**src/rtl/leaf_port_adapter.sv**
```systemverilog
// PE-side endpoint of a BFT leaf link: packs PE words into packets (replaying on resend)
// and unpacks arriving packets into a small first-word-fall-through receive FIFO.
module leaf_port_adapter #(
   parameter int payload_sz = 43,
   parameter int addr_sz    = 5,
   parameter int p_sz       = 49,
   parameter int rx_depth   = 4,
   parameter int cnt_sz     = 16
) (
   input  logic                  clk,
   input  logic                  reset,
   input  logic                  s_valid,
   output logic                  s_ready,
   input  logic [addr_sz-1:0]    s_dest,
   input  logic [payload_sz-1:0] s_payload,
   output logic [p_sz-1:0]       leaf_in,
   input  logic                  resend,
   input  logic [p_sz-1:0]       leaf_out,
   output logic                  m_valid,
   input  logic                  m_ready,
   output logic [addr_sz-1:0]    m_addr,
   output logic [payload_sz-1:0] m_payload,
   output logic [cnt_sz-1:0]     retry_cnt,
   output logic [cnt_sz-1:0]     rx_drop_cnt
);

   localparam int HW = addr_sz + payload_sz;
   localparam int AW = $clog2(rx_depth);

   typedef enum logic [1:0] {IDLE, SEND, CHECK} txState_t;

   txState_t                r_state;
   txState_t                w_nextState;
   logic                    w_sReady;
   logic                    w_accept;
   logic                    w_retry;
   logic [HW-1:0]           r_hold;
   logic [HW-1:0]           w_nextHold;
   logic [p_sz-1:0]         r_leafIn;
   logic [cnt_sz-1:0]       r_retryCnt;

   logic [HW-1:0]           r_mem [rx_depth];
   logic [AW:0]             r_wrPtr;
   logic [AW:0]             r_rdPtr;
   logic                    w_empty;
   logic                    w_full;
   logic                    w_pop;
   logic                    w_pushReq;
   logic                    w_push;
   logic                    w_drop;
   logic [cnt_sz-1:0]       r_dropCnt;
   logic [HW-1:0]           w_head;

   always_ff @(posedge clk or negedge reset) begin
      if (!reset) r_state <= IDLE;
      else        r_state <= w_nextState;
   end

   always_comb begin
      w_nextState = r_state;
      case (r_state)
         IDLE:    if (s_valid) w_nextState = SEND;
         SEND:    w_nextState = CHECK;
         CHECK:   w_nextState = (resend || s_valid) ? SEND : IDLE;
         default: w_nextState = IDLE;
      endcase
   end

   // resend only has meaning in CHECK, where it refers to the preceding SEND cycle
   always_comb begin
      w_sReady = (r_state == IDLE) || ((r_state == CHECK) && !resend);
      w_accept = w_sReady && s_valid;
      w_retry  = (r_state == CHECK) && resend;
   end

   assign w_nextHold = w_accept ? {s_dest, s_payload} : r_hold;

   always_ff @(posedge clk or negedge reset) begin
      if (!reset) begin
         r_hold   <= '0;
         r_leafIn <= '0;
      end else begin
         r_hold   <= w_nextHold;
         r_leafIn <= (w_nextState == SEND) ? {1'b1, w_nextHold} : '0;
      end
   end

   always_ff @(posedge clk or negedge reset) begin
      if (!reset)                          r_retryCnt <= '0;
      else if (w_retry && r_retryCnt != '1) r_retryCnt <= r_retryCnt + cnt_sz'(1);
   end

   // Gating with reset keeps s_ready low for the whole reset interval
   assign s_ready   = w_sReady && reset;
   assign leaf_in   = r_leafIn;
   assign retry_cnt = r_retryCnt;

   assign w_empty   = (r_wrPtr == r_rdPtr);
   assign w_full    = (r_wrPtr[AW] != r_rdPtr[AW]) && (r_wrPtr[AW-1:0] == r_rdPtr[AW-1:0]);
   assign w_pop     = !w_empty && m_ready;
   assign w_pushReq = leaf_out[p_sz-1];
   // A pop frees the head slot this cycle, so a push into a full FIFO can reuse it
   assign w_push    = w_pushReq && (!w_full || w_pop);
   assign w_drop    = w_pushReq && w_full && !w_pop;

   always_ff @(posedge clk) begin
      if (w_push) r_mem[r_wrPtr[AW-1:0]] <= leaf_out[HW-1:0];
   end

   always_ff @(posedge clk or negedge reset) begin
      if (!reset) begin
         r_wrPtr <= '0;
         r_rdPtr <= '0;
      end else begin
         if (w_push) r_wrPtr <= r_wrPtr + (AW+1)'(1);
         if (w_pop)  r_rdPtr <= r_rdPtr + (AW+1)'(1);
      end
   end

   always_ff @(posedge clk or negedge reset) begin
      if (!reset)                        r_dropCnt <= '0;
      else if (w_drop && r_dropCnt != '1) r_dropCnt <= r_dropCnt + cnt_sz'(1);
   end

   assign w_head      = r_mem[r_rdPtr[AW-1:0]];
   assign m_valid     = !w_empty;
   assign m_addr      = w_head[HW-1:payload_sz];
   assign m_payload   = w_head[payload_sz-1:0];
   assign rx_drop_cnt = r_dropCnt;

endmodule

```
**config.mk**
```make
export PLATFORM = sky130hd
export DESIGN_NAME = leaf_port_adapter
export DESIGN_NICKNAME = d
export VERILOG_FILES = /design/src/rtl/leaf_port_adapter.sv
export SDC_FILE = /design/constraint.sdc
export NUM_CORES = 1
export LEC_CHECK = 0
export BUFFER_PORTS_ARGS = -buffer_cell sky130_fd_sc_hd__buf_4
export CAP_MARGIN = 30
export CORE_UTILIZATION = 30
export CTS_CLUSTER_DIAMETER = 200
export DETAILED_ROUTE_END_ITERATION = 7
export PLACE_DENSITY_LB_ADDON = 0.05
export SKIP_CTS_REPAIR_TIMING = 1
export SYNTH_ARGS = -nofsm -noshare
export SYNTH_HDL_FRONTEND = slang
export SYNTH_SLANG_ARGS = --single-unit
```
**constraint.sdc**
```tcl
create_clock -name clk -period 3.5 [get_ports clk]
set_clock_uncertainty 0.05 [all_clocks]
set_input_delay 0.175 -clock clk [delete_from_list [all_inputs] [get_ports clk]]
set_output_delay 0.175 -clock clk [all_outputs]
set_load 0.05 [all_outputs]
```
==> impl_metrics.json, run 1 <==
{
  "result_of_the_run": "complete, no violations",
  "clock_tree.htree_level_count": 2,
  "maxCapViolCount": 0,
  "dp_slack_ps": 935,
  "postSynthRegisterBits": 329,
  "grt_antenna_before_repair": 1,
  "critical_path_required_ps": 3270,
  "diodes": 0,
  "regArea_um2": 9200,
  "period_share_pct": 86.8,
  "fmax_ghz": 0.329,
  "yosys-top-cells-area": "edfxtp_1 47%, dfrtp_1 28%, mux4_2 8.9%",
  "hold_viol_final": 0,
  "synth_sequential_area_ratio_pct": 75.5,
  "cp.arrival_ps": 2810,
  "unrepaired_setup_endpoints_after_global_routing": "false",
  "vias_per_cell": 4.38,
  "clock_latency_ps": 540,
  "timing.critical_path.buf_inv": 3,
  "worst_path_most_repeated_cell": "buf_4",
  "setup_total_negative_slack_ps": 0,
  "chipWidth_um": 203,
  "hpwl_um": 17700,
  "setup_viol": 0,
  "drt.antenna.violating_nets": 0,
  "cts_tree": "done",
  "gp_routability_congestion": 0.740,
  "timing.final.max_slew_violations": 0,
  "std_cell_rows": 73,
  "finalWorstPathRequiredPeriod_ps": 3040,
  "final_worst_path_setup_slack_ps": 463,
  "grt_use_total_pct": 13.7,
  "drt_pass1_iterations": 4,
  "wl_per_cell_um": 18.0,
  "detailroute.via_count": 6801,
  "worstPathMaxFanout": 30,
  "fin_hold_ws_ps": 24.2,
  "cts_root_buffer": "clkbuf_16",
  "synth.avg_cell_area_um2": 19.1,
  "area_inside_the_core_boundary_um2": 39900,
  "grt_pass1_wl_um": 42800,
  "setup.worst_path.end_class": "primary output",
  "numCtsBuffers": 38,
  "clk_path_buf_depth": 3,
  "finish.utilization_pct": 42.6,
  "flow.area_growth_from_synthesis_pct": 39.5,
  "critPathTopFamily": "buffers and inverters",
  "total_congestion_overflow_after_global_routing": 0,
  "layout-drive-gt1-share_pct": 40.3,
  "grt_pass1_vias": 7244,
  "initial_standard_cell_utilization_of_the_core_pct": 30.5,
  "cpPeakStageDelay_ps": 630,
  "multi_input_logic_area_um2": 2890,
  "clkSlewWorstSetupHoldPaths_ps": 60,
  "power.density_cell_area_nw_per_um2": 856,
  "largest_net_degree_at_the_start_of_global_routing": 92,
  "number_of_nets_at_the_end_of_the_flow": 1106,
  "post-route-drc-count": 0,
  "synth_area_leader_cell": "edfxtp_1",
  "vdd_drop_max_mv": 0.423,
  "drt_iter0_drc": 218,
  "crit_slowest_cell": "buf_4",
  "setup.worst_path.start_class": "flip-flop",
  "relSlewSlack_pct": 39.1,
  "netlist_instances": 639,
  "clock-sinks": 329,
  "synth.yosys.warnings": 0,
  "die-area_um2": 41400,
  "hold_class": "in -> reg",
  "netlist.area_leader.share_pct": 47.4,
  "timing.critical_path.cells": "buf_4, buf_4, mux4_2, buf_4",
  "mappedNetlistNets": 748,
  "post_synth_num_cell_types": 35,
  "crit_type": "reg -> out",
  "tightestPinTransition_ps": 906,
  "boundary_pins": 233,
  "port-buffer-count": 232,
  "num-fill-cells": 3582,
  "syn_area_um2": 12200,
  "die_h_um": 203,
  "leakage_power_of_the_design_uw": 0.00678,
  "postRouteWirelength_um": 27900
}
cell usage after synthesis:
master	instances
edfxtp_1	192
dfrtp_1	137
mux2_2	53
and2_1	48
mux4_2	48
xnor2_1	23
nand2_1	18
nor2_1	16
nand3_1	14
clkbuf_1	13
inv_1	9
nand4_1	9
xor2_1	9
ha_1	7
nor3_1	7
buf_1	5
and3_1	4
buf_2	3
nand2b_1	3
nor4_1	3
nor2b_1	2
nor3_4	2
or3_1	2
a21oi_1	1
a21oi_2	1
a31oi_1	1
and3b_1	1
buf_6	1
clkbuf_2	1
mux2_1	1
nand3b_1	1
nor3b_4	1
o21a_1	1
o41ai_1	1
or4_4	1
power by group:
group / switching (uW) / total [uW] / internal (uW)
Combinational: 3370 / 5190 / 1820
Clock: 1530 / 4120 / 2590
Sequential: 252 / 5230 / 4980
through the flow:
stage | total power (uW) | instance area (um2) | cells
6_report | 14500 | 17000 | 1552
2_1_floorplan | 8830 | 12200 | 639
3_5_place_dp | 10500 | 14700 | 1384
3_3_place_gp | 10400 | 14700 | 1383
4_1_cts | 14700 | 16000 | 1454
5_1_grt | 15200 | 17000 | 1552
logic make-up (layout without fill, tap and decap cells):
logic type	count (synthesis)	count (layout)	share of synthesized area, %
flip-flops	329	329	75.5
buffers and inverters	32	420	1.09
AND/OR/NAND/NOR	132	132	6.21
XOR/XNOR	32	32	2.30
AO/OA/AOI/OAI	5	5	0.298
adder cells (fa/ha/maj)	7	7	0.719
multiplexers	102	102	13.9
worst paths after layout:
| kind | startpoint | end | slack (ps) | depth (start not counted) |
|---|---|---|---|---|
| setup / recovery | r_rdPtr[0] | m_payload[38] | 460 | 4 |
| hold / removal | s_valid | leaf_in[48] | 20 | 4 |
| setup reg to reg | retry_cnt[0] | retry_cnt[1] | 1230 | 5 |
| hold reg to reg | r_state[1] | r_state[1] | 390 | 1 |
| max in group asynchronous | reset | leaf_in[46] | 2390 | 3 |
| min in group asynchronous | reset | rx_drop_cnt[1] | 120 | 2 |
worst register-to-register path: stages (launching register included):
cell and delay, ps:
dfrtp_1 420, ha_1 260, nand4_1 210, nor4_1 110, nor3_1 710, mux2_2 410
metal layers:
metal	GRT usage, %	up-vias	share of wire (%)
met5	0	-	0.047
met4	4.56	2	2.6
met3	6.14	57	7.4
met2	22.3	179	48
met1	16.1	3439	42
li1	-	3124	-
final cells by class:
class	count	share of cell area [%]
repair buffers	341	17.0
clock buffers	48	6.25
inverters	9	0.199
flip-flops and latches	329	54.2
clock inverters	22	1.50
multi-input cells	278	17.0
well taps	525	3.87
registers in the layout, summed over array words and instances (netlist names):
name and flops:
r_mem 192, leaf_in 49, r_hold 48, retry_cnt 16, rx_drop_cnt 16, r_rdPtr 3, r_wrPtr 3, r_state 2
cells in the final DEF, fill, tap and decap left out, types with 9 or more instances in the layout:
| cell type | n |
|---|---|
| and2_1 | 48 |
| dlygate4sd3_1 | 98 |
| nand2_1 | 17 |
| mux2_2 | 53 |
| nand3_1 | 14 |
| buf_4 | 236 |
| nand4_1 | 9 |
| dfrtp_1 | 135 |
| xnor2_1 | 23 |
| mux4_2 | 48 |
| xor2_1 | 9 |
| clkbuf_16 | 41 |
| inv_1 | 9 |
| nor2_1 | 12 |
| edfxtp_1 | 192 |
Note: power is estimated with default switching activity, not from simulation.
==> run 2, diff against run 1 <==
--- a/config.mk
+++ b/config.mk
@@ -7,6 +7,7 @@
 export LEC_CHECK = 0
 export BUFFER_PORTS_ARGS = -buffer_cell sky130_fd_sc_hd__buf_4
 export CAP_MARGIN = 30
+export CORE_MARGIN = 2
 export CORE_UTILIZATION = 30
 export CTS_CLUSTER_DIAMETER = 200
 export DETAILED_ROUTE_END_ITERATION = 7
==> run 2 against run 1 <==
  * Register-to-register slack worse by 190 ps
  * Sequential power grew 2%
  * Via count up 1.1%
  * Final area down 0.53%
  * Total power decreased by 1.2%
  * Global-route usage down 0.37 points
  * Worst setup slack improved by 95 ps
  * Final cell count increased by 0.32%
  * Core utilization down 0.23 points
  * Critical path type unchanged
  * Largest cell class unchanged
  * Largest power group unchanged
==> impl_metrics.json, run 2 (synthesis gave the netlist of run 1 again) <==
{
  "result_of_the_run": "complete, no violations",
  "period_share_pct": 84.1,
  "leading_cell_types_in_the_layout_fill_and_taps_excluded": "246 x buf_4, 192 x edfxtp_1, 135 x dfrtp_1",
  "detailed_place.area_um2": 14600,
  "clkSlewWorstSetupHoldPaths_ps": 50,
  "hpwl_um": 17700,
  "total_congestion_overflow_after_global_routing": 0,
  "chipWidth_um": 205,
  "power.share.combinational_pct": 35.2,
  "relSlewSlack_pct": 41.1,
  "finalWorstPathRequiredPeriod_ps": 2940,
  "power.density_cell_area_nw_per_um2": 851,
  "wl_per_cell_um": 17.8,
  "drt_iter0_drc": 275,
  "post-route-drc-count": 0,
  "std_cell_rows": 73,
  "drt_pass1_iterations": 4,
  "setup.worst_path.end_class": "primary output",
  "crit_type": "reg -> out",
  "cpPeakStageDelay_ps": 760,
  "num-fill-cells": 3585,
  "layout.cell_area.non_filler_um2": 16900,
  "power.net_switching_uw": 5150,
  "boundary_pins": 233,
  "fmax_ghz": 0.340,
  "clock_latency_ps": 530,
  "initial_standard_cell_utilization_of_the_core_pct": 30.5,
  "post-place-cells": 1388,
  "detailroute.via_count": 6879,
  "vias_per_cell": 4.42,
  "largest_net_degree_at_the_start_of_global_routing": 80,
  "hold_viol_final": 0,
  "hold_class": "in -> reg",
  "layout-drive-gt1-share_pct": 40.3,
  "diodes": 0,
  "critPathTopFamily": "buffers and inverters",
  "area_inside_the_core_boundary_um2": 39900,
  "clock_tree.htree_level_count": 2,
  "die_h_um": 205,
  "swShare_pct": 35.9,
  "largest_register_ffs": 192,
  "tightestPinTransition_ps": 876,
  "postRouteWirelength_um": 27700,
  "timing.critical_path.buf_inv": 2,
  "post_layout_nonfiller_instances": 1557,
  "cts_root_buffer": "clkbuf_16",
  "setup_viol": 0,
  "number_of_nets_at_the_end_of_the_flow": 1111,
  "grt_antenna_before_repair": 1,
  "crit_slowest_cell": "dfrtp_4",
  "port-buffer-count": 232,
  "clk_path_buf_depth": 3,
  "numCtsBuffers": 39,
  "critical_path_required_ps": 3270,
  "leakage_power_of_the_design_uw": 0.00674,
  "timing.final.max_slew_violations": 0,
  "cts_tree": "done",
  "worst_path_most_repeated_cell": "buf_4",
  "flow.area_growth_from_synthesis_pct": 38.8,
  "gp_routability_congestion": 0.768,
  "timing.critical_path.cells": "buf_4, mux4_2, buf_4",
  "vdd_drop_max_mv": 0.414,
  "grt_use_total_pct": 13.4,
  "maxCapViolCount": 0,
  "pwr-share-clk_pct": 27.8,
  "drt.antenna.violating_nets": 0,
  "worstPathMaxFanout": 27,
  "finish.utilization_pct": 42.3,
  "p_seq_share_pct": 37.0,
  "die-area_um2": 42200,
  "setup_total_negative_slack_ps": 0,
  "clock-sinks": 329,
  "cp.arrival_ps": 2720,
  "grt_pass1_wl_um": 42400,
  "setup.worst_path.start_class": "flip-flop",
  "grt_pass1_vias": 7415,
  "layout.cells.most_common": "buf_4",
  "unrepaired_setup_endpoints_after_global_routing": "false",
  "cell_internal_pwr_uw": 9220
}
[run 2: tightest hold or removal path: stages]
cell and delay (ps):
buf_4 80, nor2b_1 190, nor2_1 80, inv_1 50
[run 2: power by group through the flow]
stage / Sequential, uW / Combinational, uW / Clock, uW
2_1_floorplan: 5780 / 3050 / 0
3_5_place_dp: 5400 / 5080 / 0
4_1_cts: 5340 / 5080 / 4160
3_3_place_gp: 5390 / 5050 / 0
5_1_grt: 5410 / 5370 / 4310
6_report: 5320 / 5060 / 3990
[run 2: metrics by stage]
stage | power (uW) | hold WS (ps) | setup WS (ps)
floorplan | 8830 | -171 | 13.5
global placement | 10400 | 190 | 1010
detailed placement | 10500 | 205 | 1000
CTS | 14600 | -384 | 415
global route | 15100 | 43.5 | 319
finish | 14400 | 12.7 | 558
[run 2: final cells by class]
type / count / area (um2) / share of cell area [%]
Tap cell: 525 / 657 / 3.89
Timing Repair Buffer: 345 / 2840 / 16.8
Multi-Input combinational cell: 278 / 2890 / 17.1
Clock buffer: 51 / 1070 / 6.35
Clock inverter: 20 / 205 / 1.21
Inverter: 9 / 33.8 / 0.200
Sequential cell: 329 / 9200 / 54.4
[run 2: layer usage]
metal	part of all wire (%)	track usage, %
met1	41	15.5
met2	49	21.9
met5	0.047	0
met3	8.0	5.59
met4	2.5	5.16
[run 2: final timing paths]
kind / end / slack, ps / from / cells past startpoint
worst max register to register: rx_drop_cnt[15] / 1040 / r_rdPtr[0] / 5
worst min register to register: r_state[1] / 400 / r_state[1] / 1
worst max-delay path: m_payload[21] / 560 / r_rdPtr[0] / 3
min in group asynchronous: leaf_in[24] / 180 / reset / 2
worst min-delay path: leaf_in[48] / 10 / s_valid / 4
max in group asynchronous: r_rdPtr[0] / 2100 / reset / 3
